`src/rtl/riscv_v_pkg.sv`:
```
// Shared types for the vector writeback buffer: payload widths, the stored
// entry layout and the occupancy state encoding.
package riscv_v_pkg;

    typedef logic [63:0] riscv_v_wb_data_t;
    typedef logic [31:0] riscv_data_t;
    typedef logic [7:0]  riscv_v_mask_t;
    typedef logic [4:0]  riscv_v_reg_addr_t;

    localparam int RISCV_V_WB_BE_W = $bits(riscv_v_wb_data_t) / 8;

    typedef logic [RISCV_V_WB_BE_W-1:0] riscv_v_wb_be_t;

    // One buffered result: payload for every target plus a pending bit per
    // target that is still owed a write.
    typedef struct packed {
        riscv_v_wb_data_t  vec_data;
        riscv_data_t       int_data;
        riscv_v_mask_t     mask_data;
        riscv_v_wb_be_t    vec_be;
        riscv_v_reg_addr_t vd;
        logic [4:0]        rd;
        logic              vec_pend;
        logic              int_pend;
        logic              mask_pend;
    } riscv_v_wb_entry_t;

    typedef enum logic [1:0] {
        OCC_EMPTY   = 2'd0,
        OCC_PARTIAL = 2'd1,
        OCC_FULL    = 2'd2
    } riscv_v_wb_occ_e;

endpackage

```
`src/rtl/riscv_v_wb_fifo.sv`:
```
// Result storage for the writeback buffer: entry array, read/write pointers
// and the occupancy FSM. The head's pending bits can be cleared piecewise as
// individual targets complete.
//
// state       | meaning
// ------------+----------------------------------------------
// OCC_EMPTY   | no entries stored, head outputs meaningless
// OCC_PARTIAL | 1..DEPTH-1 entries stored, push and pop allowed
// OCC_FULL    | DEPTH entries stored, only pop allowed
module riscv_v_wb_fifo
    import riscv_v_pkg::*;
#(
    parameter int DEPTH = 2
) (
    input  logic                                 clk,
    input  logic                                 rst,
    input  logic                                 push,
    input  riscv_v_wb_entry_t                    push_entry,
    input  logic                                 pop,
    input  logic                                 flush,
    input  logic                                 clr_vec,
    input  logic                                 clr_int,
    input  logic                                 clr_mask,
    output riscv_v_wb_entry_t                    head,
    output logic                                 head_valid,
    output logic                                 full,
    output logic [DEPTH-1:0]                     vec_pend,
    output logic [DEPTH-1:0]                     mask_pend,
    output riscv_v_reg_addr_t [DEPTH-1:0]        vd_list
);

    localparam int PTR_W = $clog2(DEPTH);
    localparam int CNT_W = PTR_W + 1;

    riscv_v_wb_occ_e          state_q, state_d;
    logic [CNT_W-1:0]         count_q, count_d;
    logic [PTR_W-1:0]         rd_ptr_q, wr_ptr_q;
    riscv_v_wb_entry_t [DEPTH-1:0] mem_q;

    // Occupancy state and count register.
    always_ff @(posedge clk or posedge rst) begin
        if (rst) begin
            state_q <= OCC_EMPTY;
            count_q <= '0;
        end else begin
            state_q <= state_d;
            count_q <= count_d;
        end
    end

    // Occupancy next-state: push+pop together leaves count unchanged.
    always_comb begin
        state_d = state_q;
        count_d = count_q;
        if (flush) begin
            state_d = OCC_EMPTY;
            count_d = '0;
        end else begin
            case (state_q)
                OCC_EMPTY: begin
                    if (push) begin
                        count_d = CNT_W'(1);
                        state_d = OCC_PARTIAL;
                    end
                end
                OCC_PARTIAL: begin
                    if (push && !pop) begin
                        count_d = count_q + CNT_W'(1);
                        if (count_d == CNT_W'(DEPTH)) state_d = OCC_FULL;
                    end else if (pop && !push) begin
                        count_d = count_q - CNT_W'(1);
                        if (count_d == '0) state_d = OCC_EMPTY;
                    end
                end
                OCC_FULL: begin
                    if (pop) begin
                        count_d = count_q - CNT_W'(1);
                        state_d = OCC_PARTIAL;
                    end
                end
                default: begin
                    state_d = OCC_EMPTY;
                    count_d = '0;
                end
            endcase
        end
    end

    // Pointers wrap naturally since DEPTH is a power of two.
    always_ff @(posedge clk or posedge rst) begin
        if (rst) begin
            rd_ptr_q <= '0;
            wr_ptr_q <= '0;
        end else if (flush) begin
            rd_ptr_q <= '0;
            wr_ptr_q <= '0;
        end else begin
            if (pop)  rd_ptr_q <= rd_ptr_q + PTR_W'(1);
            if (push) wr_ptr_q <= wr_ptr_q + PTR_W'(1);
        end
    end

    // Entry storage; unoccupied slots always hold cleared pending bits so the
    // hazard bitmap can simply OR over every slot.
    always_ff @(posedge clk or posedge rst) begin
        if (rst) begin
            mem_q <= '0;
        end else if (flush) begin
            for (int i = 0; i < DEPTH; i++) begin
                mem_q[i].vec_pend  <= 1'b0;
                mem_q[i].int_pend  <= 1'b0;
                mem_q[i].mask_pend <= 1'b0;
            end
        end else begin
            if (pop) begin
                mem_q[rd_ptr_q].vec_pend  <= 1'b0;
                mem_q[rd_ptr_q].int_pend  <= 1'b0;
                mem_q[rd_ptr_q].mask_pend <= 1'b0;
            end else begin
                if (clr_vec)  mem_q[rd_ptr_q].vec_pend  <= 1'b0;
                if (clr_int)  mem_q[rd_ptr_q].int_pend  <= 1'b0;
                if (clr_mask) mem_q[rd_ptr_q].mask_pend <= 1'b0;
            end
            if (push) mem_q[wr_ptr_q] <= push_entry;
        end
    end

    // Head view and per-slot hazard information.
    always_comb begin
        head       = mem_q[rd_ptr_q];
        head_valid = (state_q != OCC_EMPTY);
        full       = (state_q == OCC_FULL);
        for (int i = 0; i < DEPTH; i++) begin
            vec_pend[i]  = mem_q[i].vec_pend;
            mask_pend[i] = mem_q[i].mask_pend;
            vd_list[i]   = mem_q[i].vd;
        end
    end

endmodule

```
`src/rtl/riscv_v_wb_buffer.sv`:
```
// Vector writeback buffer: holds execute-stage results and drains them in
// order to the VRF, the integer pipeline and the v0 mask register. A head
// entry pops in the cycle its last outstanding target completes.
module riscv_v_wb_buffer
    import riscv_v_pkg::*;
#(
    parameter int DEPTH = 2
) (
    input  logic              clk,
    input  logic              rst,
    input  logic              valid_exe,
    output logic              ready_exe,
    input  riscv_v_wb_data_t  vec_result_exe,
    input  riscv_data_t       int_result_exe,
    input  riscv_v_mask_t     mask_result_exe,
    input  riscv_v_wb_be_t    vec_be_exe,
    input  riscv_v_reg_addr_t vd_exe,
    input  logic [4:0]        rd_exe,
    input  logic              is_vec_wb_exe,
    input  logic              is_int_wb_exe,
    input  logic              is_mask_wb_exe,
    input  logic              flush,
    output logic              vrf_wr_valid,
    input  logic              vrf_wr_ready,
    output riscv_v_reg_addr_t vrf_wr_addr,
    output riscv_v_wb_data_t  vrf_wr_data,
    output riscv_v_wb_be_t    vrf_wr_be,
    output logic              int_wb_valid,
    input  logic              int_wb_ready,
    output logic [4:0]        int_wb_addr,
    output riscv_data_t       int_wb_data,
    output logic              mask_wr_en,
    output riscv_v_mask_t     mask_wr_data,
    output logic [31:0]       busy_vreg
);

    riscv_v_wb_entry_t             push_entry, head;
    logic                          head_valid, full;
    logic                          push, pop;
    logic                          vec_done, int_done;
    logic [DEPTH-1:0]              vec_pend, mask_pend;
    riscv_v_reg_addr_t [DEPTH-1:0] vd_list;

    // Accept side: ready ignores valid and same-cycle pops; flag-less results
    // are acknowledged but never stored.
    always_comb begin
        ready_exe = !rst && !full && !flush;
        push      = valid_exe && ready_exe &&
                    (is_vec_wb_exe || is_int_wb_exe || is_mask_wb_exe);
        push_entry.vec_data  = vec_result_exe;
        push_entry.int_data  = int_result_exe;
        push_entry.mask_data = mask_result_exe;
        push_entry.vec_be    = vec_be_exe;
        push_entry.vd        = vd_exe;
        push_entry.rd        = rd_exe;
        push_entry.vec_pend  = is_vec_wb_exe;
        push_entry.int_pend  = is_int_wb_exe;
        push_entry.mask_pend = is_mask_wb_exe;
    end

    // Drain side: mask needs no handshake, so the head pops once the vector
    // and integer targets are both done or were never owed.
    always_comb begin
        vrf_wr_valid = head_valid && head.vec_pend;
        int_wb_valid = head_valid && head.int_pend;
        mask_wr_en   = head_valid && head.mask_pend;
        vrf_wr_addr  = head.vd;
        vrf_wr_data  = head.vec_data;
        vrf_wr_be    = head.vec_be;
        int_wb_addr  = head.rd;
        int_wb_data  = head.int_data;
        mask_wr_data = head.mask_data;
        vec_done     = !head.vec_pend || vrf_wr_ready;
        int_done     = !head.int_pend || int_wb_ready;
        pop          = head_valid && vec_done && int_done;
    end

    // Hazard bitmap: any stored vector write marks its vd, any mask write marks v0.
    always_comb begin
        busy_vreg = '0;
        for (int i = 0; i < DEPTH; i++) begin
            if (vec_pend[i])  busy_vreg[vd_list[i]] = 1'b1;
            if (mask_pend[i]) busy_vreg[0]          = 1'b1;
        end
    end

    riscv_v_wb_fifo #(
        .DEPTH (DEPTH)
    ) u_fifo (
        .clk        (clk),
        .rst        (rst),
        .push       (push),
        .push_entry (push_entry),
        .pop        (pop),
        .flush      (flush),
        .clr_vec    (vrf_wr_valid && vrf_wr_ready),
        .clr_int    (int_wb_valid && int_wb_ready),
        .clr_mask   (mask_wr_en),
        .head       (head),
        .head_valid (head_valid),
        .full       (full),
        .vec_pend   (vec_pend),
        .mask_pend  (mask_pend),
        .vd_list    (vd_list)
    );

endmodule

```
`config.mk`:
```
export PLATFORM = sky130hd
export DESIGN_NAME = riscv_v_wb_buffer
export DESIGN_NICKNAME = d
export VERILOG_FILES = /design/src/rtl/riscv_v_pkg.sv /design/src/rtl/riscv_v_wb_fifo.sv /design/src/rtl/riscv_v_wb_buffer.sv
export SDC_FILE = /design/constraint.sdc
export NUM_CORES = 1
export LEC_CHECK = 0
export ABC_AREA = 1
export ABC_CLOCK_PERIOD_IN_PS = 31900
export CORE_UTILIZATION = 55
export DETAILED_ROUTE_END_ITERATION = 10
export GPL_ROUTABILITY_DRIVEN = 0
export GPL_TIMING_DRIVEN = 0
export MAX_ROUTING_LAYER = met4
export PLACE_DENSITY_LB_ADDON = 0.2
export SLEW_MARGIN = 15
export SYNTH_ARGS = -nofsm -noshare
export SYNTH_HDL_FRONTEND = slang
export SYNTH_HIERARCHICAL = 1
export SYNTH_SLANG_ARGS = --single-unit
```
`constraint.sdc`:
```
create_clock -name clk -period 31.9 [get_ports clk]
set_input_delay 9.57 -clock clk [delete_from_list [all_inputs] [get_ports clk]]
set_output_delay 9.57 -clock clk [all_outputs]
set_load 0.1 [all_outputs]
```
=== Yosys cells after proc, flatten, opt, wreduce, memory -nomap -nowiden ===
Cells that the tools add are included.
W data, S select, Z words.

* Register bits: 256
* Logic and storage cells: 131
* Input port bits: 131

* Equal/unequal tests: 8
* Bitwise operators: 1
* Reduce and logical (&&, ||, !) cells: 35
* $lt $le $gt $ge: 8
* Add/sub/neg operators: 4
* Multiplexer cells: 53

{| class="wikitable"
|+ Operators by type and width
! cell !! number
|-
| $mux W250 || 10
|-
| $bwmux W250 || 6
|-
| $demux W125 S1 || 4
|-
| $mux W125 || 3
|-
| $mux W32 || 2
|-
| $or A32 B32 Y32 || 1
|-
| $mux W2 || 12
|-
| $logic_and A1 B1 Y1 || 17
|-
| $lt A5 B6 Y1 const B || 2
|-
| $pmux W2 S3 || 2
|-
| $demux W1 S5 || 2
|-
| $ge A5 B1 Y1 const B || 2
|-
| $mux W1 || 9
|-
| $mux W3 || 3
|-
| $ne A4 B2 Y1 const B || 2
|-
| $logic_not A1 Y1 || 7
|-
| $ne A3 B2 Y1 const B || 2
|-
| $reduce_bool A2 Y1 || 3
|-
| $reduce_and A5 Y1 || 1
|-
| $eq A2 B2 Y1 const B || 2
|-
| $logic_not A2 Y1 || 2
|-
| $logic_or A1 B1 Y1 || 4
|-
| $lt A1 B2 Y1 const B || 2
|-
| $ne A4 B4 Y1 const B || 1
|-
| other kinds (6) || 8
|}

=== Depth between registers and ports, before layout ===
Gate-level depths: netlist of the first run.

* Depth after elaboration: 19
* Depth in mapped cells: 17

=== Hierarchy ===
Netlist of the first run, hierarchy kept.

{| class="wikitable"
|+ Modules (own cells, without submodules)
! module !! sequential area each (sq um) !! area an instance (sq um) !! cells an instance !! instances
|-
| riscv_v_wb_fifo || 6406.1 || 12007.8 || 1419 || 1
|-
| riscv_v_wb_buffer || 0.0 || 598.1 || 145 || 1
|}

=== Least setup slack after synthesis of the first run ===
No wires, ideal clock.

* Kind: input to output
* From: input rst
* To: output ready_exe
* Path slack: 12.033 ns
* Arrival time: 10.297 ns
* Cell stages on the path: 3
* Cells stage by stage: nor2_1 -> nand2_1 -> inv_1

* Cells in the longest elaborated chain, start to end: 3

{| class="wikitable"
|+ Ends and longest elaborated chain
! item !! line !! source
|-
| start: declaration || riscv_v_wb_buffer.sv:10 || <nowiki>input logic rst,</nowiki>
|-
| $logic_not A1 Y1 (no line) || - ||
|-
| $logic_and A1 B1 Y1 (2 in series) || riscv_v_wb_buffer.sv:47 || <nowiki>ready_exe = !rst && !full && !flush;</nowiki>
|-
| end: declaration || riscv_v_wb_buffer.sv:12 || <nowiki>output logic ready_exe,</nowiki>
|}

Every way passes these cells.

=== Worst setup path in the final report of the first run ===
Same ends and word-level chain as after synthesis.

==> flow_summary.yaml, run 1 <==
hold_path:
  hold_class: "flop to flop"
clocking:
  worstSkewPairLatency_ps: 530
  h-tree-depth: 1
  cts_hold_buf: 0
  cts_buffer_depth: 3
  cts_buffers: 26
  clk_pin_slew_ps: 60
  cts-root-buf: "clkbuf_16"
  cts_sinks: 256
  cts-resized-gates: 0
  cts_tree: "yes"
  cts_setup_buffers: 0
grt:
  grt_busiest_layer: "met2"
  met3_usage_pct: 6.18
  groute.usage.overall_pct: 34.9
  grt_pass1_wl_um: 61000
  met1_usage_pct: 43.7
  antenna_found_initial: 3
  grtUsageMet2_pct: 56.6
  grt_pass1_vias: 11357
  grt_max_degree: 118
  grt_remaining_overflow: 0
die:
  start_util_pct: 55.8
  rows: 55
  ios: 289
  die_y_um: 153
  die_area_um2: 23500
  core_area_um2: 22600
  die_x_um: 153
power_and_ir_drop:
  p_leak_uw: 0.00859
  power_uw: 1470
  power.density_nw_per_um2: 87.4
  ir_drop_uv: 69.8
critical_path:
  end_kind: "primary output"
  critPathRequiredTime_ps: 22330
  critPathMaxStageDelay_ps: 1130
  worstSetupStartpointType: "primary input"
  crit_chain: "clkdlybuf4s50_1, nor2_1, nand2_1, inv_1, clkdlybuf4s50_1"
  critical_path_class: "primary input to primary output"
  crit_buf_inv: 3
  cpMostUsedCell: "clkdlybuf4s50_1"
  cp_slowest_cell: "clkdlybuf4s50_1"
  crit_family: "buffers and inverters"
  crit_fanout: 2
  critical_path_arrival_ps: 11470
sta:
  setup-tns-final_ps: 0
  worstMarginPinSlew_ps: 1060
  clock.fmax_ghz: 0.0475
  skew_ps: 8.57
  drv_slew: 0
  slew_headroom_pct: 29.3
  period_minus_slack_ps: 21040
  setup_viol: 0
  hold-worst-slack_ps: 479
  fin_crit_sh_pct: 65.9
  finalHoldViolations: 0
  rsz0062_at_grt: "false"
routing:
  via_per_inst: 5.41
  drtIter0Drc: 860
  drt-total-wl_um: 39500
  wl_per_cell_um: 18.1
  route.detailed.drc: 0
  via_count: 11832
  drt_first_pass_iters: 5
  postRouteAntennaNets: 0
synth:
  synth_top_area_cell: "dfrtp_1"
  synthCells: 1564
  synth_top_area_share_pct: 50.8
  syn_nets: 1696
  synth_cell_types: 23
  async_flop_share_pct: 100
  synth_ff_type: "dfrtp_1"
  synth.area.top_cells: "dfrtp_1 (51%), nand2_1 (21%), o21ai_2 (6.7%)"
  synth.most_common_cell: "nand2_1"
  synth-seq-cells: 256
  avgSynthCellArea_um2: 8.06
  yosys-top-cells-count: "nand2_1 (710), dfrtp_1 (256), inv_1 (152)"
  synth_edf_count: 0
  yosysWarnings: 6
  synth-seq-area-share_pct: 50.8
  syn_area_um2: 12600
place:
  hpwlAfterDp_um: 27200
  portBuffers: 288
cells_and_area:
  drive_gt1_share_pct: 13.3
  area_growth_pct: 33.3
  nFillCells: 1679
  nets: 2014
run_status:
  status: "finished clean"
run:
  drv_cap: 0
-- layer usage --
metal	wire, µm	share of wire (%)	vias to the layer above
met3	3710	9.4	96
li1	-	-	5478
met1	15200	39	5668
met4	1410	3.6	0
met2	19200	49	590
met5	0	0	-
-- flip-flops by register name (all words and copies together), names as in the netlist --
register / count
u_fifo/count_q: 2
u_fifo/rd_ptr_q: 1
u_fifo/vec_pend: 2
u_fifo/state_q: 2
u_fifo/mem_q: 236
u_fifo/wr_ptr_q: 1
u_fifo/vd_list: 10
u_fifo/mask_pend: 2
-- placed cells by master, fill, tap and decap left out, drive strengths merged --
master,synthesis,final
nand2,715,715
clkdlybuf4s50,0,288
o21ai,274,274
dfrtp,256,256
inv,157,157
buf,95,97
clkbuf,4,44
nor2,21,21
nand3,21,21
nor3,10,10
nand4,5,5
clkinv,0,5
diode,0,3
a21oi,3,3
bufinv,0,2
nand3b,1,1
o211ai,1,1
ha,1,1
-- cell type report --
class                      count  area [µm²]  area share (%)
clock buffer                  40         793            4.72
sequential                   256        6410            38.1
multi-input combinational   1052        4780            28.4
clock inverter                 7        96.3           0.573
tap                          285         357            2.12
buffer                        99         833            4.96
timing repair buffer         290        2940            17.5
antenna                        3        7.51          0.0447
inverter                     157         597            3.55
-- worst reg2reg max path: cells and delay by family, from the launching register on --
kind,cells,cell delay (ps)
compound gates,1,450
buf+inv,5,790
flops,1,320
simple gates,10,800
-- logic make-up (layout without fill, tap and decap cells) --
logic type,count (synthesis),after routing,share of synthesized area (%)
adders and majority gates,1,1,0.0992
other,0,3,0
AOI/OAI and AO/OA,278,278,13.9
buffers and inverters,256,593,11.3
DFF,256,256,50.8
and+or+nand+nor,773,773,23.9
-- report_power, final --
| group | switching [µW] | leakage, µW | internal, µW | total [µW] |
|---|---|---|---|---|
| logic | 571 | 0.00481 | 168 | 739 |
| clock network | 126 | 0.000442 | 187 | 312 |
| registers | 33.3 | 0.00334 | 383 | 417 |
-- final timing paths --
| check | startpoint | endpoint | slack [ps] | depth (start not counted) |
|---|---|---|---|---|
| worst max-delay path | rst | ready_exe | 10860 | 5 |
| worst min-delay path | u_fifo/mem_q[233] | u_fifo/mem_q[233] | 480 | 2 |
| worst max register to register | u_fifo/rd_ptr_q | u_fifo/state_q[0] | 29440 | 16 |
| worst min register to register | u_fifo/mem_q[233] | u_fifo/mem_q[233] | 480 | 2 |
| max in group asynchronous | rst | u_fifo/mem_q[159] | 21550 | 3 |
| min in group asynchronous | rst | u_fifo/count_q[0] | 9450 | 2 |
-- metrics by stage --
stage          worst slack (ps)  utilization, %  cell area [µm²]  instances
2_1_floorplan             12030               -            12600       1564
3_3_place_gp              10940            70.2            15800       2137
3_5_place_dp              10870            70.5            15900       2139
4_1_cts                   10860            74.4            16800       2186
5_1_grt                   10750            74.5            16800       2189
6_report                  10860            74.5            16800       2189
(Power assumes the default switching activity.)
==> run 2, diff against run 1 <==
Settings changed: ABC_CLOCK_PERIOD_IN_PS 31900 to 17800, CORE_UTILIZATION 55 to 46.
Clock period 31.9 ns to 17.8 ns, I/O delays scaled along.
==> run 2 against run 1 <==
Sequential power increased by 78%. Critical path depth unchanged. Cell count increased by 2.7%. Critical endpoint unchanged. Largest cell class unchanged. Highest routed layer unchanged.
==> flow_summary.yaml, run 2 (synthesis gave the netlist of run 1 again) <==
routing:
  via_per_inst: 5.13
  drtIter0Drc: 1134
  route.detailed.drc: 0
  via_count: 11535
  drt_first_pass_iters: 5
  drt-total-wl_um: 39900
  postRouteAntennaNets: 0
  wl_per_cell_um: 17.8
sta:
  period_minus_slack_ps: 12570
  fin_crit_sh_pct: 70.6
  setup-tns-final_ps: 0
  slew_headroom_pct: 28.8
  drv_slew: 0
  clock.fmax_ghz: 0.0796
  skew_ps: 13.7
  setup_viol: 0
  worstMarginPinSlew_ps: 1070
  finalHoldViolations: 0
  rsz0062_at_grt: "false"
clocking:
  cts-resized-gates: 0
  clk_pin_slew_ps: 60
  cts-root-buf: "clkbuf_16"
  cts_sinks: 256
  cts_tree: "yes"
  cts_buffer_depth: 3
  cts_setup_buffers: 0
  worstSkewPairLatency_ps: 540
  h-tree-depth: 1
  cts_buffers: 28
  cts_hold_buf: 0
grt:
  grt_max_degree: 102
  grt_remaining_overflow: 0
  groute.usage.overall_pct: 29.5
  antenna_found_initial: 2
  grt_pass1_vias: 11179
  grt_pass1_wl_um: 61700
critical_path:
  critical_path_class: "primary input to primary output"
  crit_fanout: 2
  cp-startpoint: "rst"
  reg2reg_from: "u_fifo/rd_ptr_q"
  end_kind: "primary output"
  worstSetupStartpointType: "primary input"
  critical_path_arrival_ps: 7230
  critPathRequiredTime_ps: 12460
die:
  ios: 289
  rows: 60
  core_area_um2: 27000
  die_x_um: 168
  die_area_um2: 28100
  die_y_um: 168
  start_util_pct: 46.8
power_and_ir_drop:
  power.density_nw_per_um2: 156
  ir_drop_uv: 130
  p_leak_uw: 0.00860
cells_and_area:
  largest_register_ffs: 236
  instances_no_fill: 2249
  drive_gt1_share_pct: 13.2
  layout_commonest_cell: "nand2_1"
  nets: 2016
  area_growth_pct: 34.0
  layout_common_cells: "nand2_1 (710), clkdlybuf4s50_1 (288), dfrtp_1 (256), inv_1 (151), o21ai_1 (142)"
  regMostFlops: "u_fifo/mem_q"
hold_path:
  hold_class: "flop to flop"
  holdCritStartpoint: "u_fifo/mem_q[138]"
place:
  placed_cells: 2195
  portBuffers: 288
  hpwlAfterDp_um: 27500
run:
  drv_cap: 0
run_status:
  status: "finished clean"
run 2: cell count changes in the layout (fill, tap and decap cells not counted), sizes merged:
| cell | delta |
|---|---|
| clkinv | +1 |
| diode | -1 |
| clkbuf | +4 |
run 2: layer usage:
| layer | vias up | part of all wire, % | global-route usage (%) |
|---|---|---|---|
| met2 | 516 | 47 | 47.2 |
| met1 | 5463 | 42 | 38.3 |
| met3 | 83 | 7.7 | 4.42 |
| met4 | 0 | 3.1 | 9.97 |
| li1 | 5473 | - | - |
| met5 | - | 0 | - |
run 2: cell type report:
cell class                      instances  area (µm²)
Fill cell                            2347       10100
Antenna cell                            2        5.00
Sequential cell                       256        6410
Clock buffer                           44         811
Tap cell                              341         427
Inverter                              157         597
Timing Repair Buffer                  290        2940
Clock inverter                          8         101
Buffer                                 99         833
Multi-Input combinational cell       1052        4780
run 2: worst paths after layout:
path	slack, ps	cells after the start	to
worst min register to register	480	2	u_fifo/mem_q[138]
min in group asynchronous	5360	2	u_fifo/state_q[0]
worst max-delay path	5230	5	ready_exe
max in group asynchronous	11530	3	u_fifo/mem_q[196]
worst max register to register	15330	16	u_fifo/count_q[0]
worst min-delay path	480	2	u_fifo/mem_q[138]
run 2: power by group:
group / switching, µW / total, µW / internal [µW]
clock network: 231 / 572 / 341
registers: 57.4 / 744 / 687
logic: 1020 / 1320 / 300
total: 1310 / 2640 / 1330
run 2: worst max-delay path: stages:
cell and delay (ps):
clkdlybuf4s50_1 510, nor2_1 130, nand2_1 50, inv_1 60
clkdlybuf4s50_1 1130
run 2: per-stage QoR:
| stage | hold WS [ps] | setup slack (ps) | power [µW] | util, % | area, µm² |
|---|---|---|---|---|---|
| floorplan | 449 | 5420 | 1740 | - | 12600 |
| global placement | 463 | 2280 | 2060 | 59.1 | 15900 |
| detailed placement | 468 | 5230 | 2070 | 59.3 | 16000 |
| CTS | 482 | 5220 | 2650 | 62.7 | 16900 |
| global route | 495 | 5080 | 2750 | 62.7 | 16900 |
| finish | 481 | 5230 | 2640 | 62.7 | 16900 |
